==> config.mk <==
export PLATFORM = sky130hd
export DESIGN_NAME = serial_adder_ctrl
export DESIGN_NICKNAME = d
export VERILOG_FILES = /design/src/rtl/serial_adder_ctrl.sv
export SDC_FILE = /design/constraint.sdc
export NUM_CORES = 1
export LEC_CHECK = 0
export CAP_MARGIN = 30
export CORE_ASPECT_RATIO = 0.8
export CORE_UTILIZATION = 55
export DETAILED_ROUTE_END_ITERATION = 10
export DONT_BUFFER_PORTS = 1
export GPL_ROUTABILITY_DRIVEN = 0
export GPL_TIMING_DRIVEN = 0
export HOLD_SLACK_MARGIN = 0.1
export PLACE_DENSITY = 0.81
export SLEW_MARGIN = 30
export SYNTH_ARGS = -nofsm -noshare
export SYNTH_HDL_FRONTEND = slang
export SYNTH_SLANG_ARGS = --single-unit
==> constraint.sdc <==
create_clock -name i_clk -period 2.2 [get_ports i_clk]
set_input_delay 0.22 -clock i_clk [delete_from_list [all_inputs] [get_ports i_clk]]
set_output_delay 0.22 -clock i_clk [all_outputs]
set_load 0.01 [all_outputs]
==> src/rtl/serial_adder_ctrl.sv <==
// serial_adder_ctrl: bit-serial A+B+Cin sequencer around one sum-only full-adder cell
module fa_sum (
    input  logic i_a,
    input  logic i_b,
    input  logic i_cin,
    output logic o_s
);
    assign o_s = i_a ^ i_b ^ i_cin;
endmodule

module serial_adder_ctrl #(
    parameter int WIDTH = 8,
    parameter int CNT_W = 4
) (
    input  logic             i_clk,
    input  logic             i_rst_n,
    input  logic             i_start,
    input  logic [WIDTH-1:0] i_a,
    input  logic [WIDTH-1:0] i_b,
    input  logic             i_cin,
    output logic             o_busy,
    output logic             o_done,
    output logic [WIDTH-1:0] o_sum,
    output logic             o_cout
);
    typedef enum logic [1:0] {IDLE, SHIFT, DONE} state_t;
    state_t           r_state, w_state_nxt;
    logic [WIDTH-1:0] r_a, r_b, r_part, r_sum, w_part_nxt;
    logic [CNT_W-1:0] r_cnt;
    logic             r_carry, r_cout, r_busy, r_done;
    logic             w_s, w_maj, w_last, w_accept;
    fa_sum u_cell (
        .i_a  (r_a[0]),
        .i_b  (r_b[0]),
        .i_cin(r_carry),
        .o_s  (w_s)
    );
    assign w_maj    = (r_a[0] & r_b[0]) | (r_carry & (r_a[0] ^ r_b[0]));
    assign w_last   = (r_state == SHIFT) && (r_cnt == CNT_W'(WIDTH - 1));
    assign w_accept = i_start && (r_state != SHIFT);
    generate
        if (WIDTH == 1) begin : g_one
            assign w_part_nxt = w_s;
        end else begin : g_multi
            assign w_part_nxt = {w_s, r_part[WIDTH-1:1]};
        end
    endgenerate
    // next-state: DONE accepts a new request directly so back-to-back adds have no gap
    always_comb begin
        w_state_nxt = r_state;
        case (r_state)
            IDLE:    w_state_nxt = i_start ? SHIFT : IDLE;
            SHIFT:   w_state_nxt = w_last ? DONE : SHIFT;
            DONE:    w_state_nxt = i_start ? SHIFT : IDLE;
            default: w_state_nxt = IDLE;
        endcase
    end
    // state register with Busy/Done registered from the next state
    always_ff @(posedge i_clk) begin
        if (!i_rst_n) begin
            r_state <= IDLE;
            r_busy  <= 1'b0;
            r_done  <= 1'b0;
        end else begin
            r_state <= w_state_nxt;
            r_busy  <= w_state_nxt == SHIFT;
            r_done  <= w_state_nxt == DONE;
        end
    end
    // datapath: latch operands on accept, one bit per SHIFT edge, publish result on the last bit
    always_ff @(posedge i_clk) begin
        if (!i_rst_n) begin
            r_a     <= '0;
            r_b     <= '0;
            r_part  <= '0;
            r_carry <= 1'b0;
            r_cnt   <= '0;
            r_sum   <= '0;
            r_cout  <= 1'b0;
        end else if (w_accept) begin
            r_a     <= i_a;
            r_b     <= i_b;
            r_carry <= i_cin;
            r_cnt   <= '0;
        end else if (r_state == SHIFT) begin
            r_a     <= r_a >> 1;
            r_b     <= r_b >> 1;
            r_carry <= w_maj;
            r_part  <= w_part_nxt;
            r_cnt   <= r_cnt + CNT_W'(1);
            if (w_last) begin
                r_sum  <= w_part_nxt;
                r_cout <= w_maj;
            end
        end
    end
    assign o_busy = r_busy;
    assign o_done = r_done;
    assign o_sum  = r_sum;
    assign o_cout = r_cout;
endmodule

# Word-level counts from Yosys, hierarchy flattened
# Index checks and enable logic that the tools add are counted.
dict set report word_totals {
  reg_bits 42
  in_bits 20
  out_inout_bits 11
  wordCells 41
}
dict set report classes {
  add_sub_neg 1
  n_eq_ne 6
  n_mux 9
  bitwise 7
  n_reduce_logical 8
}
# operator count
set ops {}
lappend ops {{$mux W8} 4}
lappend ops {{$add A4 B1 Y4 const B} 1}
lappend ops {{$eq A2 B1 Y1 const B} 2}
lappend ops {{$eq A2 B2 Y1 const B} 2}
lappend ops {{$eq A4 B3 Y1 const B} 1}
lappend ops {{$pmux W2 S2} 1}
lappend ops {{$reduce_or A2 Y1} 2}
lappend ops {{$mux W1} 3}
lappend ops {{$reduce_and A3 Y1} 1}
lappend ops {{$and A1 B1 Y1} 2}
lappend ops {{$logic_and A1 B1 Y1} 2}
lappend ops {{$logic_not A2 Y1} 1}
lappend ops {{$mux W2} 1}
lappend ops {{$ne A2 B1 Y1 const B} 1}
lappend ops {{$not A1 Y1} 2}
lappend ops {{$reduce_and A2 Y1} 1}
lappend ops {{$reduce_bool A2 Y1} 1}
lappend ops {{$xor A1 B1 Y1} 2}
lappend ops {{$or A1 B1 Y1} 1}

# Longest topological paths before layout
# Gate-level depths: netlist of the first run.
dict set report logic_depth {
  depth_word 5
  mapped_depth 5
  depth_no_buf 4
}

# Hierarchy
# From an unflattened synthesis of the first run, not the netlist that was laid out.
dict set report hier_totals {
  hier_cells 184
  area_unflattened_um2 1744.2
}
# module n_inst cells_per_inst area_per_inst_um2 seq_area_each_um2
set modules_own_cells {}
lappend modules_own_cells {serial_adder_ctrl 1 183 1720.4 820.8}
lappend modules_own_cells {fa_sum 1 1 23.8 0.0}

# Least setup slack after synthesis of the first run
# OpenSTA, ideal clock, no wires.
dict set report synth_timing {
  kind {flip-flop to flip-flop}
  start {register r_cnt[0]}
  end {register r_cout (netlist: o_cout)}
  setup_ns 0.072
  t_arrival_ns 1.150
  required_ns 2.128
  setup_slack_ns 0.978
  path_stages_with_launch 5
  path_buffers 0
  synth_period_minus_slack_ns 1.222
  cell_sequence {dfxtp_1 -> ha_1 -> nand3b_1 -> nor2_4 -> mux2i_1}
}
dict set report synth_between {
  elab_chain_cells 3
}
# item line_no
set synth_rtl {}
lappend synth_rtl {{start, declared} 29} ;# logic [CNT_W-1:0] r_cnt;
lappend synth_rtl {{start signal, assigned} 90} ;# r_cnt <= r_cnt + CNT_W'(1);
lappend synth_rtl {{$eq A4 B3 Y1} 39} ;# assign w_last = (r_state == SHIFT) && (r_cnt == CNT_W'(WIDTH - 1));
lappend synth_rtl {{$logic_and A1 B1 Y1} 39}
lappend synth_rtl {{$reduce_and A3 Y1 (no line)} --}
lappend synth_rtl {{end signal, assigned} 93} ;# r_cout <= w_maj;
lappend synth_rtl {{end, declared} 30} ;# logic r_carry, r_cout, r_busy, r_done;
# No other way between the ends.
# A chain may end at the register's enable or synchronous reset.

# Worst setup path in the final report of the first run
dict set report layout_timing {
  start {register r_cnt[0]}
  end {register r_sum[4] (netlist: o_sum[4])}
}
dict set report layout_between {
  elab_chain_cells 3
}
# item line_no
set layout_rtl {}
lappend layout_rtl {{$eq A4 B3 Y1} 39}
lappend layout_rtl {{$logic_and A1 B1 Y1} 39}
lappend layout_rtl {{$reduce_and A3 Y1 (no line)} --}
lappend layout_rtl {{end signal, assigned} 92} ;# r_sum <= w_part_nxt;
lappend layout_rtl {{end, declared} 28} ;# logic [WIDTH-1:0] r_a, r_b, r_part, r_sum, w_part_nxt;
# No other way between the ends.

==> results.yml, run 1 <==
flow_run:
  drv_cap: 0
cts:
  clock_tree.htree_level_count: 2
  clock_path_buffers: 2
  clock-sinks: 41
  tritoncts: "yes"
  cts.reportedPaths.clkPinSlew_ns: 0.07
  cts_repair_resize_count: 0
  clock_insertion_delay_worst_skew_ns: 0.29
  cts_buffers: 5
  root_buffer: "sky130_fd_sc_hd__clkbuf_8"
final_layout:
  post_layout_nonfiller_instances: 226
  finalNetCount: 209
  post_route_cells_drive_above_1_share_pct: 9.57
  area_growth_syn_to_layout_pct: 10.4
  filler_cell_count: 231
  post-route-util_pct: 65.4
  antenna_diode_instance_count: 0
hold_path:
  hold_path.class: "in -> reg"
synthesis:
  synth_largest_type_area_fraction_pct: 49.0
  netlist_area_before_placement_sq_um: 1680
  number_of_warnings_reported_in_the_yosys_synthesis_log: 0
  synth_area_leaders: "sky130_fd_sc_hd__dfxtp_1 49%, sky130_fd_sc_hd__mux2i_1 16%, sky130_fd_sc_hd__nand2_1 7.6%"
  synthDominantAreaCellType: "sky130_fd_sc_hd__dfxtp_1"
  synth_seq_cells: 41
  synth-seq-area-share_pct: 49.0
  synth.avg_cell_area_sq_um: 9.36
  synth_fp_nets: 201
  synth.distinct_cells: 26
  synthCells: 179
outcome:
  status: "finished, final reports clean"
worst_setup_path:
  timing.critical_path.fanout_max: 9
  critPathKind: "reg -> reg"
  worst-endpoint-required_ns: 2.43
  worst_setup_sp_type: "flip-flop"
  reg2reg_setup_slack_ns: 0.80
  arrival_ns: 1.63
  cp-end-kind: "flip-flop"
timing:
  timing_max_transition_violations_final: 0
  grt_setup_unrepaired: "false"
  period_minus_slack_ns: 1.40
  final_hold_viols: 0
  final-setup-viol-count: 0
  layout_worst_path_cycle_share_pct: 63.7
  fin_worst_hold_slack_ns: 0.102
  worst-slew-pin-transition_ns: 0.491
  timing.clock.skew_ns: 0.00387
  setup_slack_ns: 0.799
  totalNegativeSetupSlack_ns: 0
  peak_clock_frequency_supported_by_timing_mhz: 714
  timing.slew.headroom_pct: 67.3
routing:
  detail_route.first_pass.iterations: 4
  ant_nets: 0
  average_wire_length_per_cell_after_detail_routing_um: 14.6
  post_drt_via_cell_ratio: 5.65
  dr_total_vias: 1278
  drc_errors: 0
  totalWireLength_um: 3290
  first_iter_violations: 43
pwr:
  power-per-cell-area_nw_per_um2: 847
  peakVddDrop_mv: 0.541
  p_leak_nw: 0.706
die:
  floorplan.rows: 17
  design.die.area_sq_um: 3270
  initial_utilization_pct: 59.2
  top_level_ports: 31
  fp.coreArea_sq_um: 2830
  die_span_in_x_um: 63.7
  fp.dieH_um: 51.4
placed_design:
  post-dp-hpwl_um: 2290
  dpl_worst_slack_ns: 0.828
  buffer_ports.inserted: 0
  post-place-cells: 217
global_route:
  grtUsageTotal_pct: 22.8
  grt_first_pass_wirelength_um: 5480
  grt_max_degree: 13
  grt_remaining_overflow: 0
  grt_antenna_before_repair: 0
  grt_pass1_vias: 1205
## layer usage
metal / GRT usage (%) / routed length, um / vias to the layer above
met5: 0 / 0 / -
met4: 6.82 / 49 / 0
met3: 10.5 / 201 / 9
met2: 36.5 / 1520 / 36
met1: 27.4 / 1510 / 604
li1: - / - / 629
## worst max-delay path, stage by stage, from the launching register on
cell	delay (ns)
sky130_fd_sc_hd__dfxtp_1	0.37
sky130_fd_sc_hd__ha_1	0.20
sky130_fd_sc_hd__nand3b_1	0.19
sky130_fd_sc_hd__nor2_4	0.34
sky130_fd_sc_hd__mux2i_1	0.24
## final cells by class
type,instances,area [sq um],share of cell area [%]
clock inverter,1,30.0,1.62
clock buffer,7,86.3,4.67
buffer,13,71.3,3.86
sequential,41,821,44.4
timing repair buffer,1,10.0,0.541
inverter,1,3.75,0.203
tap,38,47.5,2.57
multi-input combinational,124,779,42.2
## through the flow
stage | cell area (sq um) | power [mW]
after CTS | 1850 | 1.57
after detailed placement | 1720 | 0.961
after floorplan | 1680 | 0.928
after global placement | 1720 | 0.954
after global routing | 1850 | 1.62
final | 1850 | 1.57
## cells in the final DEF, fill, tap and decap left out
master / count
sky130_fd_sc_hd__fa_1: 1
sky130_fd_sc_hd__clkbuf_8: 6
sky130_fd_sc_hd__inv_1: 1
sky130_fd_sc_hd__mux2_1: 1
sky130_fd_sc_hd__o21a_1: 1
sky130_fd_sc_hd__a211oi_1: 16
sky130_fd_sc_hd__buf_1: 1
sky130_fd_sc_hd__nand3_1: 2
sky130_fd_sc_hd__nor2_1: 20
sky130_fd_sc_hd__nand2b_1: 1
sky130_fd_sc_hd__mux2i_1: 26
sky130_fd_sc_hd__clkbuf_1: 4
sky130_fd_sc_hd__nor2b_1: 1
sky130_fd_sc_hd__nand3b_1: 3
sky130_fd_sc_hd__nand2_1: 34
sky130_fd_sc_hd__nor2_4: 1
sky130_fd_sc_hd__a31oi_1: 1
sky130_fd_sc_hd__buf_2: 6
sky130_fd_sc_hd__ha_1: 1
sky130_fd_sc_hd__or3_1: 1
sky130_fd_sc_hd__a21oi_1: 10
sky130_fd_sc_hd__buf_6: 1
sky130_fd_sc_hd__nor3_1: 2
sky130_fd_sc_hd__dfxtp_1: 41
sky130_fd_sc_hd__dlygate4sd3_1: 1
sky130_fd_sc_hd__bufinv_16: 1
sky130_fd_sc_hd__buf_4: 2
sky130_fd_sc_hd__nor2b_2: 1
sky130_fd_sc_hd__nor3b_1: 1
## cells by family after synthesis
family          count (synthesis)  share of synthesized area, %
flops                          41                          49.0
mux                            27                          16.2
simple gates                   67                          17.4
buf+inv                        14                          4.48
fa+ha+maj                       2                          1.94
compound gates                 28                          11.0
## power by group
group | total, mW | internal [mW] | switching (mW) | leakage (nW)
Clock | 0.618 | 0.370 | 0.249 | 0.0585
Combinational | 0.149 | 0.0609 | 0.0876 | 0.312
Sequential | 0.800 | 0.778 | 0.0219 | 0.335
## flip-flops by register name, indices dropped and copies added, names as in the netlist
signal / flops
o_busy: 1
o_cout: 1
o_done: 1
o_sum: 8
r_a: 8
r_b: 8
r_carry: 1
r_cnt: 4
r_part: 7
r_state: 2
## cell usage after synthesis
cell,instances
sky130_fd_sc_hd__buf_4,2
sky130_fd_sc_hd__o21a_1,1
sky130_fd_sc_hd__a21oi_1,10
sky130_fd_sc_hd__dfxtp_1,41
sky130_fd_sc_hd__nor2_1,20
sky130_fd_sc_hd__nor2_4,1
sky130_fd_sc_hd__clkbuf_1,3
sky130_fd_sc_hd__nand3b_1,3
sky130_fd_sc_hd__buf_1,1
sky130_fd_sc_hd__nor2b_2,1
sky130_fd_sc_hd__or3_1,1
sky130_fd_sc_hd__a31oi_1,1
sky130_fd_sc_hd__nand2b_1,1
sky130_fd_sc_hd__mux2i_1,26
sky130_fd_sc_hd__nor3_1,2
sky130_fd_sc_hd__mux2_1,1
sky130_fd_sc_hd__fa_1,1
sky130_fd_sc_hd__ha_1,1
sky130_fd_sc_hd__a211oi_1,16
sky130_fd_sc_hd__nor2b_1,1
sky130_fd_sc_hd__nor3b_1,1
sky130_fd_sc_hd__buf_6,1
sky130_fd_sc_hd__nand2_1,34
sky130_fd_sc_hd__nand3_1,2
sky130_fd_sc_hd__inv_1,1
sky130_fd_sc_hd__buf_2,6
## timing repair
action | CTS | global route
hold endpoints to repair | 1 | 0
setup endpoints to repair | 0 | 0
hold buffers | 1 | 0
buffers inserted | 0 | 0
## final timing paths
| kind | start | end | depth (start not counted) |
|---|---|---|---|
| worst max register to register | r_cnt[0]$_SDFFE_PP0P_ | o_sum[4]$_SDFFE_PN0P_ | 4 |
| worst min-delay path | i_b[7] | r_b[7]$_SDFFE_PN0P_ | 2 |
| worst min register to register | r_part[1]$_SDFFE_PN0P_ | o_sum[0]$_SDFFE_PN0P_ | 2 |
| worst max-delay path | r_cnt[0]$_SDFFE_PP0P_ | o_sum[4]$_SDFFE_PN0P_ | 4 |
(Power assumes the default switching activity.)
==> run 2, diff against run 1 <==
==> constraint.sdc (replaced) <==
create_clock -name i_clk -period 1.3 [get_ports i_clk]
set_input_delay 0.13 -clock i_clk [delete_from_list [all_inputs] [get_ports i_clk]]
set_output_delay 0.13 -clock i_clk [all_outputs]
set_load 0.01 [all_outputs]
==> run 2 against run 1 <==
Net effect: die area is the same; first-iteration DRC count is 51% higher; clock-buffer cell count unchanged; non-clock buffer count is 15 higher; sequential share of layout area down 3.9 points; clock skew decreased by 0.0024 ns; final area rose by 11%; worst setup slack worse by 0.79 ns; highest routed layer unchanged.
==> results.yml, run 2 (synthesis gave the netlist of run 1 again) <==
pwr:
  power-per-cell-area_nw_per_um2: 1320
  peakVddDrop_mv: 0.923
  p_leak_nw: 0.781
timing:
  layout_worst_path_cycle_share_pct: 99.3
  timing.slew.headroom_pct: 65.4
  totalNegativeSetupSlack_ns: 0
  timing_max_transition_violations_final: 0
  fin_worst_hold_slack_ns: 0.100
  period_minus_slack_ns: 1.29
  final-setup-viol-count: 0
  worst-slew-pin-transition_ns: 0.520
  peak_clock_frequency_supported_by_timing_mhz: 774
  timing.clock.skew_ns: 0.00150
  grt_setup_unrepaired: "true"
  final_hold_viols: 0
routing:
  average_wire_length_per_cell_after_detail_routing_um: 16.1
  detailroute.wirelength.met3_um: 222
  route.top_layer_used: "met4"
  post_drt_via_cell_ratio: 5.61
  totalWireLength_um: 3870
  first_iter_violations: 65
  drc_errors: 0
  ant_nets: 0
  dr_total_vias: 1351
  detail_route.first_pass.iterations: 4
  m1WireLength_um: 1640
  met2RoutedLength_um: 1940
cts:
  clock_insertion_delay_worst_skew_ns: 0.29
  clock_tree.htree_level_count: 2
  tritoncts: "yes"
  clock_path_buffers: 2
  clock-sinks: 41
  root_buffer: "sky130_fd_sc_hd__clkbuf_8"
  cts.reportedPaths.clkPinSlew_ns: 0.07
  cts_buffers: 5
worst_setup_path:
  worst-endpoint-required_ns: 1.52
  timing.critical_path.fanout_max: 4
  worst_setup_sp_type: "flip-flop"
  cp-end-kind: "flip-flop"
  critPathKind: "reg -> reg"
  arrival_ns: 1.51
final_layout:
  final_design_area_no_fill_sq_um: 2050
  most-common-layout-cells: "39 x sky130_fd_sc_hd__dfxtp_1, 34 x sky130_fd_sc_hd__nand2_1, 26 x sky130_fd_sc_hd__mux2i_1"
  most_common_cell_after_layout_fill_and_taps_aside: "sky130_fd_sc_hd__dfxtp_1"
  post_route_cells_drive_above_1_share_pct: 12.8
  finalNetCount: 224
  antenna_diode_instance_count: 0
  area_growth_syn_to_layout_pct: 22.2
die:
  fp.coreArea_sq_um: 2830
  floorplan.rows: 17
  fp.dieH_um: 51.4
  top_level_ports: 31
  die_span_in_x_um: 63.7
  initial_utilization_pct: 59.2
  design.die.area_sq_um: 3270
global_route:
  grt_antenna_before_repair: 0
  grt_remaining_overflow: 0
  grt_pass1_vias: 1294
  grt_first_pass_wirelength_um: 5930
  grtUsageTotal_pct: 24.6
  grt_max_degree: 13
flow_run:
  drv_cap: 0
placed_design:
  post-dp-hpwl_um: 2290
  placement.cell_area_sq_um: 1720
  buffer_ports.inserted: 0
outcome:
  status: "finished, final reports clean"
hold_path:
  hold_path.class: "in -> reg"
-- run 2: through the flow --
stage	std cells	util, %	power (mW)	setup WS [ns]
2_1_floorplan	179	-	1.57	0.0782
3_3_place_gp	217	60.9	1.61	-0.0437
3_5_place_dp	217	60.9	1.63	-0.0718
4_1_cts	239	70.2	2.69	0.0262
5_1_grt	241	72.4	2.78	-0.0687
6_report	241	72.4	2.70	0.00860
-- run 2: worst paths after layout --
path                     startpoint               endpoint  slack, ns  cells after the start
max           r_state[0]$_SDFF_PN0_  r_cnt[2]$_SDFFE_PP0P_      0.009                      3
min                          i_a[5]    r_a[5]$_SDFFE_PN0P_        0.1                      2
max reg2reg   r_state[0]$_SDFF_PN0_  r_cnt[2]$_SDFFE_PP0P_      0.009                      3
min reg2reg  r_part[1]$_SDFFE_PN0P_  o_sum[0]$_SDFFE_PN0P_       0.47                      2
-- run 2: repair_timing --
item,in CTS,in global routing
hold buffers,12,0
pin swaps,1,1
hold endpoints to repair,13,0
gates resized for setup,0,8
buffers inserted,2,1
gates cloned,0,1
setup endpoints to repair,9,15
-- run 2: critical path: stages (launching register included) --
cell                       delay, ns
sky130_fd_sc_hd__dfxtp_1        0.35
sky130_fd_sc_hd__nor2b_2        0.25
sky130_fd_sc_hd__mux2_1         0.39
sky130_fd_sc_hd__a211oi_1       0.22
-- run 2: power by group --
| group | total [mW] | internal, mW | leakage, nW | switching (mW) |
|---|---|---|---|---|
| sequential | 1.35 | 1.32 | 0.336 | 0.0388 |
| clock | 1.05 | 0.626 | 0.0585 | 0.426 |
| combinational | 0.295 | 0.131 | 0.386 | 0.164 |
-- run 2: final cells by class --
type                       instances  area [sq um]
clock inverter                     1          30.0
buffer                            13          73.8
tap                               38          47.5
clock buffer                       7          86.3
timing repair buffer              16           180
fill                             209           782
sequential                        41           828
inverter                           1          3.75
multi-input combinational        124           797
-- run 2: layer usage --
layer | global-route usage [%] | vias up
li1 | - | 659
met1 | 28.3 | 649
met2 | 42.6 | 36
met3 | 9.82 | 7
met4 | 6.82 | 0
met5 | 0 | -
==> run 3, diff against run 2 <==
--- a/config.mk
+++ b/config.mk
@@ -7,13 +7,13 @@
 export LEC_CHECK = 0
 export CAP_MARGIN = 30
 export CORE_ASPECT_RATIO = 0.8
-export CORE_UTILIZATION = 55
+export CORE_UTILIZATION = 61
 export DETAILED_ROUTE_END_ITERATION = 10
 export DONT_BUFFER_PORTS = 1
 export GPL_ROUTABILITY_DRIVEN = 0
 export GPL_TIMING_DRIVEN = 0
 export HOLD_SLACK_MARGIN = 0.1
-export PLACE_DENSITY = 0.81
+export PLACE_DENSITY = 0.88
 export SLEW_MARGIN = 30
 export SYNTH_ARGS = -nofsm -noshare
 export SYNTH_HDL_FRONTEND = slang
==> run 3 against run 2 <==
Net effect: die area down 9.5%; register-to-register slack better by 0.02 ns; worst hold slack better by 0.073 ns; combinational power up 9.8%; critical path type unchanged.
==> results.yml, run 3 (synthesis gave the netlist of run 1 again) <==
timing:
  layout_worst_path_cycle_share_pct: 97.9
  grt_setup_unrepaired: "true"
  worst-slew-pin-transition_ns: 0.554
  final_hold_viols: 0
  period_minus_slack_ns: 1.27
  timing.clock.skew_ns: 0.0105
  final-setup-viol-count: 0
  timing_max_transition_violations_final: 0
  timing.slew.headroom_pct: 63.1
  peak_clock_frequency_supported_by_timing_mhz: 785
worst_setup_path:
  critical_path.top_delay_family: "flip-flops"
  critPathKind: "reg -> reg"
  max_stage_delay_ns: 0.39
  cp-end-kind: "flip-flop"
  reg2reg_setup_slack_ns: 0.03
  timing.critical_path.fanout_max: 9
  worst-endpoint-required_ns: 1.58
  cp_num_buf_inv: 1
  cpMaxStageDelayCell: "sky130_fd_sc_hd__dfxtp_2"
  worst_setup_sp_type: "flip-flop"
  arrival_ns: 1.55
  cp_cell_sequence: "ha_4, nand3b_1, nor2_4, buf_12, mux2i_1"
cts:
  tritoncts: "yes"
  clock_tree.htree_level_count: 2
  clock_path_buffers: 2
  clock-sinks: 41
  root_buffer: "sky130_fd_sc_hd__clkbuf_4"
  cts_buffers: 5
  clock_insertion_delay_worst_skew_ns: 0.35
  cts.reportedPaths.clkPinSlew_ns: 0.12
global_route:
  grtUsageTotal_pct: 32.0
  grt_antenna_before_repair: 0
  grt_first_pass_wirelength_um: 6890
  grt_remaining_overflow: 0
  grt_max_degree: 13
  grt_pass1_vias: 1507
routing:
  totalWireLength_um: 4420
  post_drt_via_cell_ratio: 6.02
  dr_total_vias: 1476
  drc_errors: 0
  detail_route.first_pass.iterations: 4
  first_iter_violations: 100
  average_wire_length_per_cell_after_detail_routing_um: 18.1
  ant_nets: 0
final_layout:
  antenna_diode_instance_count: 0
  finalNetCount: 230
  post_route_cells_drive_above_1_share_pct: 12.9
  area_growth_syn_to_layout_pct: 21.6
  most-common-layout-cells: "39 x sky130_fd_sc_hd__dfxtp_1, 34 x sky130_fd_sc_hd__nand2_1, 26 x sky130_fd_sc_hd__mux2i_1"
  post_layout_nonfiller_instances: 245
  filler_cell_count: 153
  most_common_cell_after_layout_fill_and_taps_aside: "sky130_fd_sc_hd__dfxtp_1"
pwr:
  power.sequential.fraction_pct: 56.5
  power_report.internal_total_mw: 1.78
  p_leak_nw: 0.783
  total_power_mw: 2.41
  peakVddDrop_mv: 1.07
  switching_share_pct: 26.3
  share_clk_of_total_power_pct: 30.0
  power-per-cell-area_nw_per_um2: 1180
  netSwitchingPower_mw: 0.634
  pwr-share-comb_pct: 13.4
placed_design:
  post-place-cells: 215
  post-dp-hpwl_um: 2400
  buffer_ports.inserted: 0
die:
  die_span_in_x_um: 60.6
  floorplan.rows: 16
  fp.dieH_um: 48.9
  design.die.area_sq_um: 2960
  top_level_ports: 31
  fp.coreArea_sq_um: 2520
  initial_utilization_pct: 66.4
hold_path:
  hold_path.class: "in -> reg"
flow_run:
  drv_cap: 0
outcome:
  status: "finished, final reports clean"
## run 3: changes by cell type in the layout (fill, tap and decap cells not counted), moves of 2 or more
cell,before,now
sky130_fd_sc_hd__dlygate4sd3_1,12,18
sky130_fd_sc_hd__clkbuf_4,1,6
sky130_fd_sc_hd__clkbuf_8,6,2
sky130_fd_sc_hd__dfxtp_4,2,0
sky130_fd_sc_hd__dfxtp_2,0,2
sky130_fd_sc_hd__buf_4,4,6
## run 3: final timing paths
| path | end | from | depth (start not counted) |
|---|---|---|---|
| hold reg to reg | r_part[1]$_SDFFE_PN0P_ | r_part[2]$_SDFFE_PN0P_ | 2 |
| setup / recovery | o_sum[3]$_SDFFE_PN0P_ | r_cnt[0]$_SDFFE_PP0P_ | 5 |
| setup reg to reg | o_sum[3]$_SDFFE_PN0P_ | r_cnt[0]$_SDFFE_PP0P_ | 5 |
| hold / removal | r_b[1]$_SDFFE_PN0P_ | i_rst_n | 3 |
## run 3: through the flow
step	cell area [sq um]	worst slack [ns]	utilization, %	hold WS [ns]	setup TNS, ns
after floorplan	1680	0.0782	-	0.277	0
after global placement	1720	-0.0475	68.2	0.286	-0.375
after global routing	2040	-0.0146	80.8	0.178	-0.0240
after detailed placement	1720	-0.118	68.2	0.305	-0.856
final	2040	0.0267	80.8	0.173	0
after CTS	2000	0.0141	79.2	0.155	0
## run 3: power by group through the flow
| stage | logic (mW) | clock network (mW) | registers, mW |
|---|---|---|---|
| finish | 0.324 | 0.724 | 1.36 |
| global route | 0.348 | 0.775 | 1.37 |
| CTS | 0.292 | 0.709 | 1.36 |
| detailed placement | 0.244 | 0 | 1.38 |
| global placement | 0.232 | 0 | 1.38 |
| floorplan | 0.197 | 0 | 1.37 |
## run 3: tightest hold or removal path: stages
cell and delay (ns):
sky130_fd_sc_hd__inv_1 0.05, sky130_fd_sc_hd__buf_2 0.23, sky130_fd_sc_hd__a211oi_1 0.07
## run 3: repair_timing
item                                    CTS  global route
endpoints found under the hold margin    20             0
endpoints found under the setup margin    9            17
setup buffers                             2             2
pin swaps                                 1             1
hold buffers                             18             0
gates resized for setup                   0             8
## run 3: layout make-up
| cell class | count | area [sq um] | area share (%) |
|---|---|---|---|
| Sequential cell | 41 | 823 | 40.4 |
| Tap cell | 36 | 45.0 | 2.21 |
| Multi-Input combinational cell | 124 | 796 | 39.1 |
| Timing Repair Buffer | 22 | 223 | 10.9 |
| Inverter | 1 | 3.75 | 0.184 |
| Clock inverter | 1 | 5.00 | 0.246 |
| Clock buffer | 7 | 65.1 | 3.19 |
| Buffer | 13 | 76.3 | 3.75 |
## run 3: routing by layer
layer / vias to the layer above / track usage [%] / routed length [um]
li1: 668 / - / -
met1: 713 / 36.7 / 1780
met2: 73 / 50.7 / 2170
met3: 22 / 11.4 / 285
met4: 0 / 17.8 / 187
met5: - / 0 / 0
